$ cat src/rtl/conv_requant_pack_pkg.sv
// Shared types and constants for the accumulator requantise/pack path.
// The top-level parameters default to the *_DEF values here so the typedefs line up.
package conv_requant_pack_pkg;
  localparam int ACC_W       = 32;
  localparam int PIX_W       = 8;
  localparam int LEAKY_NUM   = 13;
  localparam int LEAKY_SHIFT = 7;

  localparam int LANES_DEF   = 8;
  localparam int MULT_W_DEF  = 16;
  localparam int SHIFT_W_DEF = 5;
  localparam int RES_W_DEF   = ACC_W + MULT_W_DEF + 2;

  typedef logic [LANES_DEF*PIX_W-1:0] pix_word_t;

  typedef struct packed {
    logic [MULT_W_DEF-1:0]  mult;
    logic [SHIFT_W_DEF-1:0] shift;
    logic [PIX_W-1:0]       zp;
    logic                   leaky_en;
  } rq_cfg_t;

  // Clamp a wide signed result into the uint8 output range.
  function automatic logic [PIX_W-1:0] sat_u8(input logic signed [RES_W_DEF-1:0] r);
    if (r < 0)        return '0;
    else if (r > 255) return 8'hFF;
    else              return r[PIX_W-1:0];
  endfunction
endpackage

$ cat src/rtl/conv_requant_pack_if.sv
// Accumulator input, per-sample config and packed-word output of conv_requant_pack.
interface conv_requant_pack_if
  import conv_requant_pack_pkg::*;
#(
  parameter int NUM_LANES = LANES_DEF,
  parameter int MULT_W    = MULT_W_DEF,
  parameter int SHIFT_W   = SHIFT_W_DEF
);
  logic                          in_valid;
  logic signed [ACC_W-1:0]       in_data;
  logic                          in_last;
  logic [MULT_W-1:0]             cfg_mult;
  logic [SHIFT_W-1:0]            cfg_shift;
  logic [PIX_W-1:0]              cfg_zp;
  logic                          cfg_leaky_en;
  logic                          out_valid;
  logic [NUM_LANES*PIX_W-1:0]    out_data;
  logic                          out_ready;
  logic                          overflow;

  modport master (
    output in_valid, in_data, in_last, cfg_mult, cfg_shift, cfg_zp, cfg_leaky_en, out_ready,
    input  out_valid, out_data, overflow
  );
  modport slave (
    input  in_valid, in_data, in_last, cfg_mult, cfg_shift, cfg_zp, cfg_leaky_en, out_ready,
    output out_valid, out_data, overflow
  );
endinterface

$ cat src/rtl/sync_word_fifo.sv
// Small synchronous FIFO; a push while full is accepted only if a pop frees a slot the same cycle.
module sync_word_fifo #(
  parameter int W     = 64,
  parameter int DEPTH = 4
) (
  input  logic         clk,
  input  logic         rst,
  input  logic         push,
  input  logic [W-1:0] din,
  input  logic         pop,
  output logic [W-1:0] dout,
  output logic         full,
  output logic         empty
);
  localparam int AW = $clog2(DEPTH);

  logic [W-1:0]  mem [DEPTH];
  logic [AW-1:0] wr_ptr, rd_ptr;
  logic [AW:0]   count;
  logic          do_push, do_pop;

  assign empty   = (count == '0);
  assign full    = (count == (AW+1)'(DEPTH));
  assign do_pop  = pop && !empty;
  assign do_push = push && (!full || do_pop);
  assign dout    = empty ? '0 : mem[rd_ptr];

  always_ff @(posedge clk) begin
    if (do_push) mem[wr_ptr] <= din;
  end

  always_ff @(posedge clk) begin
    if (rst) begin
      wr_ptr <= '0;
      rd_ptr <= '0;
      count  <= '0;
    end else begin
      if (do_push) wr_ptr <= wr_ptr + AW'(1);
      if (do_pop)  rd_ptr <= rd_ptr + AW'(1);
      case ({do_push, do_pop})
        2'b10:   count <= count + (AW+1)'(1);
        2'b01:   count <= count - (AW+1)'(1);
        default: count <= count;
      endcase
    end
  end
endmodule

$ cat src/rtl/conv_requant_pack.sv
// Leaky activation, fixed-point requantisation and uint8 saturation of PE accumulators,
// packed NUM_LANES channels per word into an output FIFO. Three register stages then the packer.
module conv_requant_pack
  import conv_requant_pack_pkg::*;
#(
  parameter int NUM_LANES  = LANES_DEF,
  parameter int FIFO_DEPTH = 4,
  parameter int MULT_W     = MULT_W_DEF,
  parameter int SHIFT_W    = SHIFT_W_DEF
) (
  input logic clk,
  input logic rst,
  conv_requant_pack_if.slave bus
);
  localparam int STAGES = 3;
  localparam int OUT_W  = NUM_LANES * PIX_W;
  localparam int PROD_W = ACC_W + MULT_W + 1;
  localparam int RES_W  = PROD_W + 1;
  localparam int LANE_W = $clog2(NUM_LANES);

  logic [STAGES:1] vld_pipe, last_pipe;

  logic signed [ACC_W-1:0]  s1_x, s2_a;
  rq_cfg_t                  s1_cfg, s2_cfg;
  logic signed [PROD_W-1:0] s3_q;
  logic [PIX_W-1:0]         s3_zp;

  logic signed [ACC_W+3:0]  x_m;
  logic signed [ACC_W-1:0]  act;
  logic signed [PROD_W-1:0] mult_s, prod, rnd, q;
  logic [SHIFT_W-1:0]       sh;
  logic signed [RES_W-1:0]  r;
  logic [PIX_W-1:0]         pix;

  // S1: leaky activation (x*13)>>>7, floor rounding for negatives
  always_comb begin
    x_m = 36'(s1_x) * 36'(LEAKY_NUM);
    act = (s1_cfg.leaky_en && s1_x < 0) ? ACC_W'(x_m >>> LEAKY_SHIFT) : s1_x;
  end

  // S2: multiply by unsigned scale, round-half-up, arithmetic shift
  always_comb begin
    sh     = s2_cfg.shift;
    mult_s = $signed({{(PROD_W-MULT_W){1'b0}}, s2_cfg.mult});
    prod   = PROD_W'(s2_a) * mult_s;
    rnd    = (sh != '0) ? (PROD_W'(1) <<< (sh - SHIFT_W'(1))) : '0;
    q      = (prod + rnd) >>> sh;
  end

  // S3: zero point and clamp
  always_comb begin
    r   = RES_W'(s3_q) + RES_W'($signed({1'b0, s3_zp}));
    pix = sat_u8(r);
  end

  always_ff @(posedge clk) begin
    if (rst) begin
      vld_pipe  <= '0;
      last_pipe <= '0;
      s1_x      <= '0;
      s1_cfg    <= '0;
      s2_a      <= '0;
      s2_cfg    <= '0;
      s3_q      <= '0;
      s3_zp     <= '0;
    end else begin
      vld_pipe  <= {vld_pipe[STAGES-1:1], bus.in_valid};
      last_pipe <= {last_pipe[STAGES-1:1], bus.in_valid & bus.in_last};
      s1_x      <= bus.in_data;
      s1_cfg    <= '{mult: bus.cfg_mult, shift: bus.cfg_shift,
                     zp: bus.cfg_zp, leaky_en: bus.cfg_leaky_en};
      s2_a      <= act;
      s2_cfg    <= s1_cfg;
      s3_q      <= q;
      s3_zp     <= s2_cfg.zp;
    end
  end

  // Packer: the word is handed to the FIFO in the same cycle the closing byte arrives.
  logic [LANE_W-1:0] lane_cnt;
  logic [OUT_W-1:0]  word_q, word_nxt;
  logic              push, full, empty, drop, ovf_q;

  always_comb begin
    word_nxt = word_q;
    word_nxt[lane_cnt*PIX_W +: PIX_W] = pix;
    push = vld_pipe[STAGES] && (last_pipe[STAGES] || lane_cnt == LANE_W'(NUM_LANES-1));
  end

  always_ff @(posedge clk) begin
    if (rst) begin
      lane_cnt <= '0;
      word_q   <= '0;
    end else if (push) begin
      lane_cnt <= '0;
      word_q   <= '0;
    end else if (vld_pipe[STAGES]) begin
      lane_cnt <= lane_cnt + LANE_W'(1);
      word_q   <= word_nxt;
    end
  end

  sync_word_fifo #(.W(OUT_W), .DEPTH(FIFO_DEPTH)) u_fifo (
    .clk   (clk),
    .rst   (rst),
    .push  (push),
    .din   (word_nxt),
    .pop   (bus.out_ready),
    .dout  (bus.out_data),
    .full  (full),
    .empty (empty)
  );

  assign drop = push && full && !bus.out_ready;

  always_ff @(posedge clk) begin
    if (rst) ovf_q <= 1'b0;
    else     ovf_q <= ovf_q | drop;
  end

  assign bus.out_valid = !empty;
  assign bus.overflow  = ovf_q;
endmodule

$ cat src/flat_wrapper.sv
// flat-port wrapper written by rule: the top's interface ports become plain ports
module conv_requant_pack_flat import conv_requant_pack_pkg::*;
#(
  parameter int NUM_LANES  = LANES_DEF,
  parameter int FIFO_DEPTH = 4,
  parameter int MULT_W     = MULT_W_DEF,
  parameter int SHIFT_W    = SHIFT_W_DEF
)
  (clk, rst, bus_in_valid, bus_in_data, bus_in_last, bus_cfg_mult, bus_cfg_shift, bus_cfg_zp, bus_cfg_leaky_en, bus_out_ready, bus_out_valid, bus_out_data, bus_overflow);
  conv_requant_pack_if #(.NUM_LANES(NUM_LANES), .MULT_W(MULT_W), .SHIFT_W(SHIFT_W)) bus_i ();
  input logic clk;
  input logic rst;
  input wire logic [$bits(bus_i.in_valid)-1:0] bus_in_valid;
  input wire logic [$bits(bus_i.in_data)-1:0] bus_in_data;
  input wire logic [$bits(bus_i.in_last)-1:0] bus_in_last;
  input wire logic [$bits(bus_i.cfg_mult)-1:0] bus_cfg_mult;
  input wire logic [$bits(bus_i.cfg_shift)-1:0] bus_cfg_shift;
  input wire logic [$bits(bus_i.cfg_zp)-1:0] bus_cfg_zp;
  input wire logic [$bits(bus_i.cfg_leaky_en)-1:0] bus_cfg_leaky_en;
  input wire logic [$bits(bus_i.out_ready)-1:0] bus_out_ready;
  output wire logic [$bits(bus_i.out_valid)-1:0] bus_out_valid;
  output wire logic [$bits(bus_i.out_data)-1:0] bus_out_data;
  output wire logic [$bits(bus_i.overflow)-1:0] bus_overflow;
  assign bus_i.in_valid = bus_in_valid;
  assign bus_i.in_data = bus_in_data;
  assign bus_i.in_last = bus_in_last;
  assign bus_i.cfg_mult = bus_cfg_mult;
  assign bus_i.cfg_shift = bus_cfg_shift;
  assign bus_i.cfg_zp = bus_cfg_zp;
  assign bus_i.cfg_leaky_en = bus_cfg_leaky_en;
  assign bus_i.out_ready = bus_out_ready;
  assign bus_out_valid = bus_i.out_valid;
  assign bus_out_data = bus_i.out_data;
  assign bus_overflow = bus_i.overflow;
  conv_requant_pack #(.NUM_LANES(NUM_LANES), .FIFO_DEPTH(FIFO_DEPTH), .MULT_W(MULT_W), .SHIFT_W(SHIFT_W)) u_core (.clk(clk), .rst(rst), .bus(bus_i));
endmodule
$ cat config.mk
export PLATFORM = sky130hd
export DESIGN_NAME = conv_requant_pack_flat
export DESIGN_NICKNAME = d
export VERILOG_FILES = /design/src/rtl/conv_requant_pack_pkg.sv /design/src/rtl/conv_requant_pack_if.sv /design/src/rtl/sync_word_fifo.sv /design/src/rtl/conv_requant_pack.sv /design/src/flat_wrapper.sv
export SDC_FILE = /design/constraint.sdc
export NUM_CORES = 2
export LEC_CHECK = 0
export ABC_AREA = 1
export CORE_MARGIN = 5
export CORE_UTILIZATION = 35
export CTS_CLUSTER_SIZE = 24
export DETAILED_ROUTE_END_ITERATION = 16
export PLACE_DENSITY = 0.55
export SETUP_SLACK_MARGIN = 0.1
export SYNTH_ARGS = -nofsm -noshare
export SYNTH_HDL_FRONTEND = slang
export SYNTH_HIERARCHICAL = 1
export SYNTH_SLANG_ARGS = --single-unit
$ cat constraint.sdc
create_clock -name clk -period 8.8 [get_ports clk]
set_input_delay 0.88 -clock clk [delete_from_list [all_inputs] [get_ports clk]]
set_output_delay 0.88 -clock clk [all_outputs]
set_load 0.02 [all_outputs]
==> results_dict.tcl <==
set metrics [dict create \
    synth_top_cell_by_area "fa_1" \
    grt_pass1_wl_um 221100 \
    drive_gt1_share_pct 5.292 \
    maxCapViolCount 0 \
    routed_wl_um 138000 \
    drtIter0Drc 2464 \
    max_freq_ghz 0.1230 \
    vias 39265 \
    vias_per_cell 4.856 \
    area_growth_pct 10.36 \
    r2r_start "u_core/mult_s[4]" \
    hold_viol_final 0 \
    p_leak_nw 27.20 \
    cpPeakStageDelay_ps 980 \
    avgRoutedWirePerCell_um 17.06 \
    fin_crit_sh_pct 92.36 \
    die_width_um 382.5 \
    syn-num-nets 7113 \
    antenna_left 0 \
    grt_max_degree 99 \
    slowest_stage "dfxtp_1" \
    die_y_um 382.5 \
    nets 7092 \
    ir_drop_v 0.0001447 \
    cts_hold_buf 0 \
    worst_pin_slew_ps 1198 \
    period_minus_slack_ps 8128 \
    grt_use_total_pct 18.77 \
    fin_area_mm2 0.05359 \
    synth_top_area_share_pct 22.80 \
    p_per_area_mw_per_mm2 134.2 \
    antenna_cells 0 \
    root_buffer "clkbuf_16" \
    pin_count 133 \
    netlist_area_mm2 0.04856 \
    status "complete, no violations" \
    firstDrtPassIters 6 \
    grt_pass1_vias 40300 \
    slew_violations 0 \
    post-place-ws_ps 873.2 \
    cp_num_buf_inv 5 \
    yosysWarningCount 6 \
    cts_tree "yes" \
    yosysSeqAreaShare_pct 26.67 \
    tns_ps 0 \
    synth_cell_type_count 55 \
    min_from "u_core/s2_cfg[2]" \
    portBuffers 132 \
    hold_ws_ps 389.2 \
    async_flop_share_pct 0 \
    dieArea_mm2 0.1463 \
    crit_required_ps 9430 \
    dp_hpwl_um 107600 \
    hp-class "reg -> reg" \
    globalRouteOverflowTotal 0 \
    core_mm2 0.1377 \
    crit_type "reg -> reg" \
    rows 136 \
    synth_edf_count 256 \
    antenna_found_initial 0 \
    path_delay_family "adder cells" \
    critPathCaptureType "register" \
    clk_latency_ps 700 \
    fillCellCount 14181 \
    setup_viol 0 \
    clkTransAtPathRegs_ps 60 \
    setup_slack_ps 672.3 \
    fin_worst_skew_ps 29.31 \
    synth_area_per_cell_um2 7.756 \
    startpoint "u_core/mult_s[4]" \
    ys_top_cells_by_area "fa_1 23%, edfxtp_1 16%, inv_1 11%, dfxtp_1 11%, nand2_1 9.8%" \
    h-tree-depth 2 \
    gp_congestion 0.9438 \
    cts_setup_buffers 0 \
    worst-path-max-fanout 23 \
    ys.flop_type "dfxtp_1" \
    ctsResizeCount 0 \
    worstPathArrival_ps 8750 \
    start_util_pct 35.28 \
    crit_path_start_kind "register" \
    worst_path_most_repeated_cell "nand2_1" \
    numCtsBuffers 60 \
    placed_area_mm2 0.05149 \
    rsz0062_at_grt "no" \
    clock_sinks 519 \
    syn_inst 6261 \
    drc_errors 0 \
    slew_headroom_pct 20.06 \
    ys_ff_latch 519 \
    clockBufferDepth 3 \
]
Yosys cell counts, types with 10 or more instances:
library cell,number
inv_1,1417
nand2_1,1266
nor2_1,623
fa_1,553
nand3_1,401
o21ai_0,295
dfxtp_1,263
edfxtp_1,256
a21oi_1,246
ha_1,232
clkbuf_1,210
o21bai_1,43
nand4_1,38
a21oi_2,34
xor2_1,32
buf_1,27
buf_2,25
o211ai_1,24
xnor2_1,24
nor3_1,23
or2_2,23
o21ai_1,17
nand2_4,14
o21bai_2,14
buf_6,13
nand4_2,13
nor2_2,13
a21o_1,11
nand2_2,11
inv_2,10
worst min-delay path, delay by kind of cell (launching register included):
| family | cells | cell delay (ps) |
|---|---|---|
| and+or+nand+nor | 1 | 30 |
| buffers and inverters | 1 | 50 |
| DFF | 1 | 300 |
cell usage in the layout (no fill, tap or decap), types with 10 or more instances in the layout:
master / instances
nand2_2: 11
nor2_4: 10
or2_2: 23
a21o_1: 11
o211ai_1: 24
ha_1: 232
nand3_1: 401
inv_1: 1416
clkbuf_16: 60
nor2_1: 618
xnor2_1: 24
clkdlybuf4s50_1: 131
nand4_1: 38
inv_2: 12
o21ai_1: 17
clkinv_1: 13
nor3_1: 23
nand2_4: 14
clkinv_2: 17
o21bai_2: 14
fa_1: 553
a21oi_1: 246
xor2_1: 32
o21bai_1: 43
dfxtp_1: 256
buf_4: 63
o21ai_0: 295
edfxtp_1: 256
nand4_2: 13
nand2_1: 1266
a21oi_2: 34
nor2_2: 13
worst paths after layout:
kind / slack (ps) / to / depth (start not counted)
setup / recovery: 670 / u_core/s3_q[28] / 29
hold / removal: 390 / u_core/s3_zp[1] / 2
setup reg to reg: 670 / u_core/s3_q[28] / 29
hold reg to reg: 390 / u_core/s3_zp[1] / 2
final cells by class:
type	count	area, um2	area share (%)
Timing Repair Buffer	196	1815	3.387
Multi-Input combinational cell	4028	29080	54.25
Tap cell	1794	2245	4.188
Sequential cell	519	12970	24.19
Inverter	1435	5388	10.05
Clock inverter	43	511.7	0.9548
Clock buffer	71	1593	2.972
report_power, final:
| group | leakage [nW] | switching (mW) | total [mW] | internal (mW) |
|---|---|---|---|---|
| Clock | 1.02 | 1.10 | 2.64 | 1.54 |
| Combinational | 21.7 | 1.16 | 1.77 | 0.616 |
| Sequential | 4.51 | 0.164 | 2.78 | 2.61 |
stage by stage:
stage                     util [%]  power, mW  std cells
after CTS                    38.93      7.289       8086
final                        38.93      7.192       8086
after floorplan                  -      3.999       6261
after global placement       37.40      4.589       7972
after global routing         38.93      7.598       8086
after detailed placement     37.40      4.603       7972
sequential cells by signal, indices dropped and copies added, names as in the netlist, 5 cells and up, named ones only:
name and count:
u_core/s2_a 32, u_core/s1_x 32, u_core/s1_cfg 30, u_core/s3_zp 8
u_core/u_fifo/mem 256, u_core/s3_q 49, u_core/sh 5, u_core/mult_s 16
u_core/s2_cfg 8, u_core/word_q 64
kinds of logic (layout without fill, tap and decap cells):
logic type	Yosys count	in the layout	synth area share [%]
adder cells (fa/ha/maj)	785	785	28.77
multiplexers	2	2	0.04123
AND/OR/NAND/NOR	2468	2468	21.55
other	1	1	0.007722
XOR/XNOR	56	56	1.010
AO/OA/AOI/OAI	716	716	8.400
buffers and inverters	1714	1745	13.54
flip-flops	519	519	26.67
metal layers:
metal | GRT usage [%] | wire (um) | vias up
met5 | 0 | 0 | -
met4 | 5.097 | 3570 | 0
met3 | 1.888 | 5706 | 198
met2 | 33.26 | 68050 | 900
met1 | 24.48 | 60660 | 19169
li1 | - | - | 18998
Note: power is estimated with default switching activity, not from simulation.
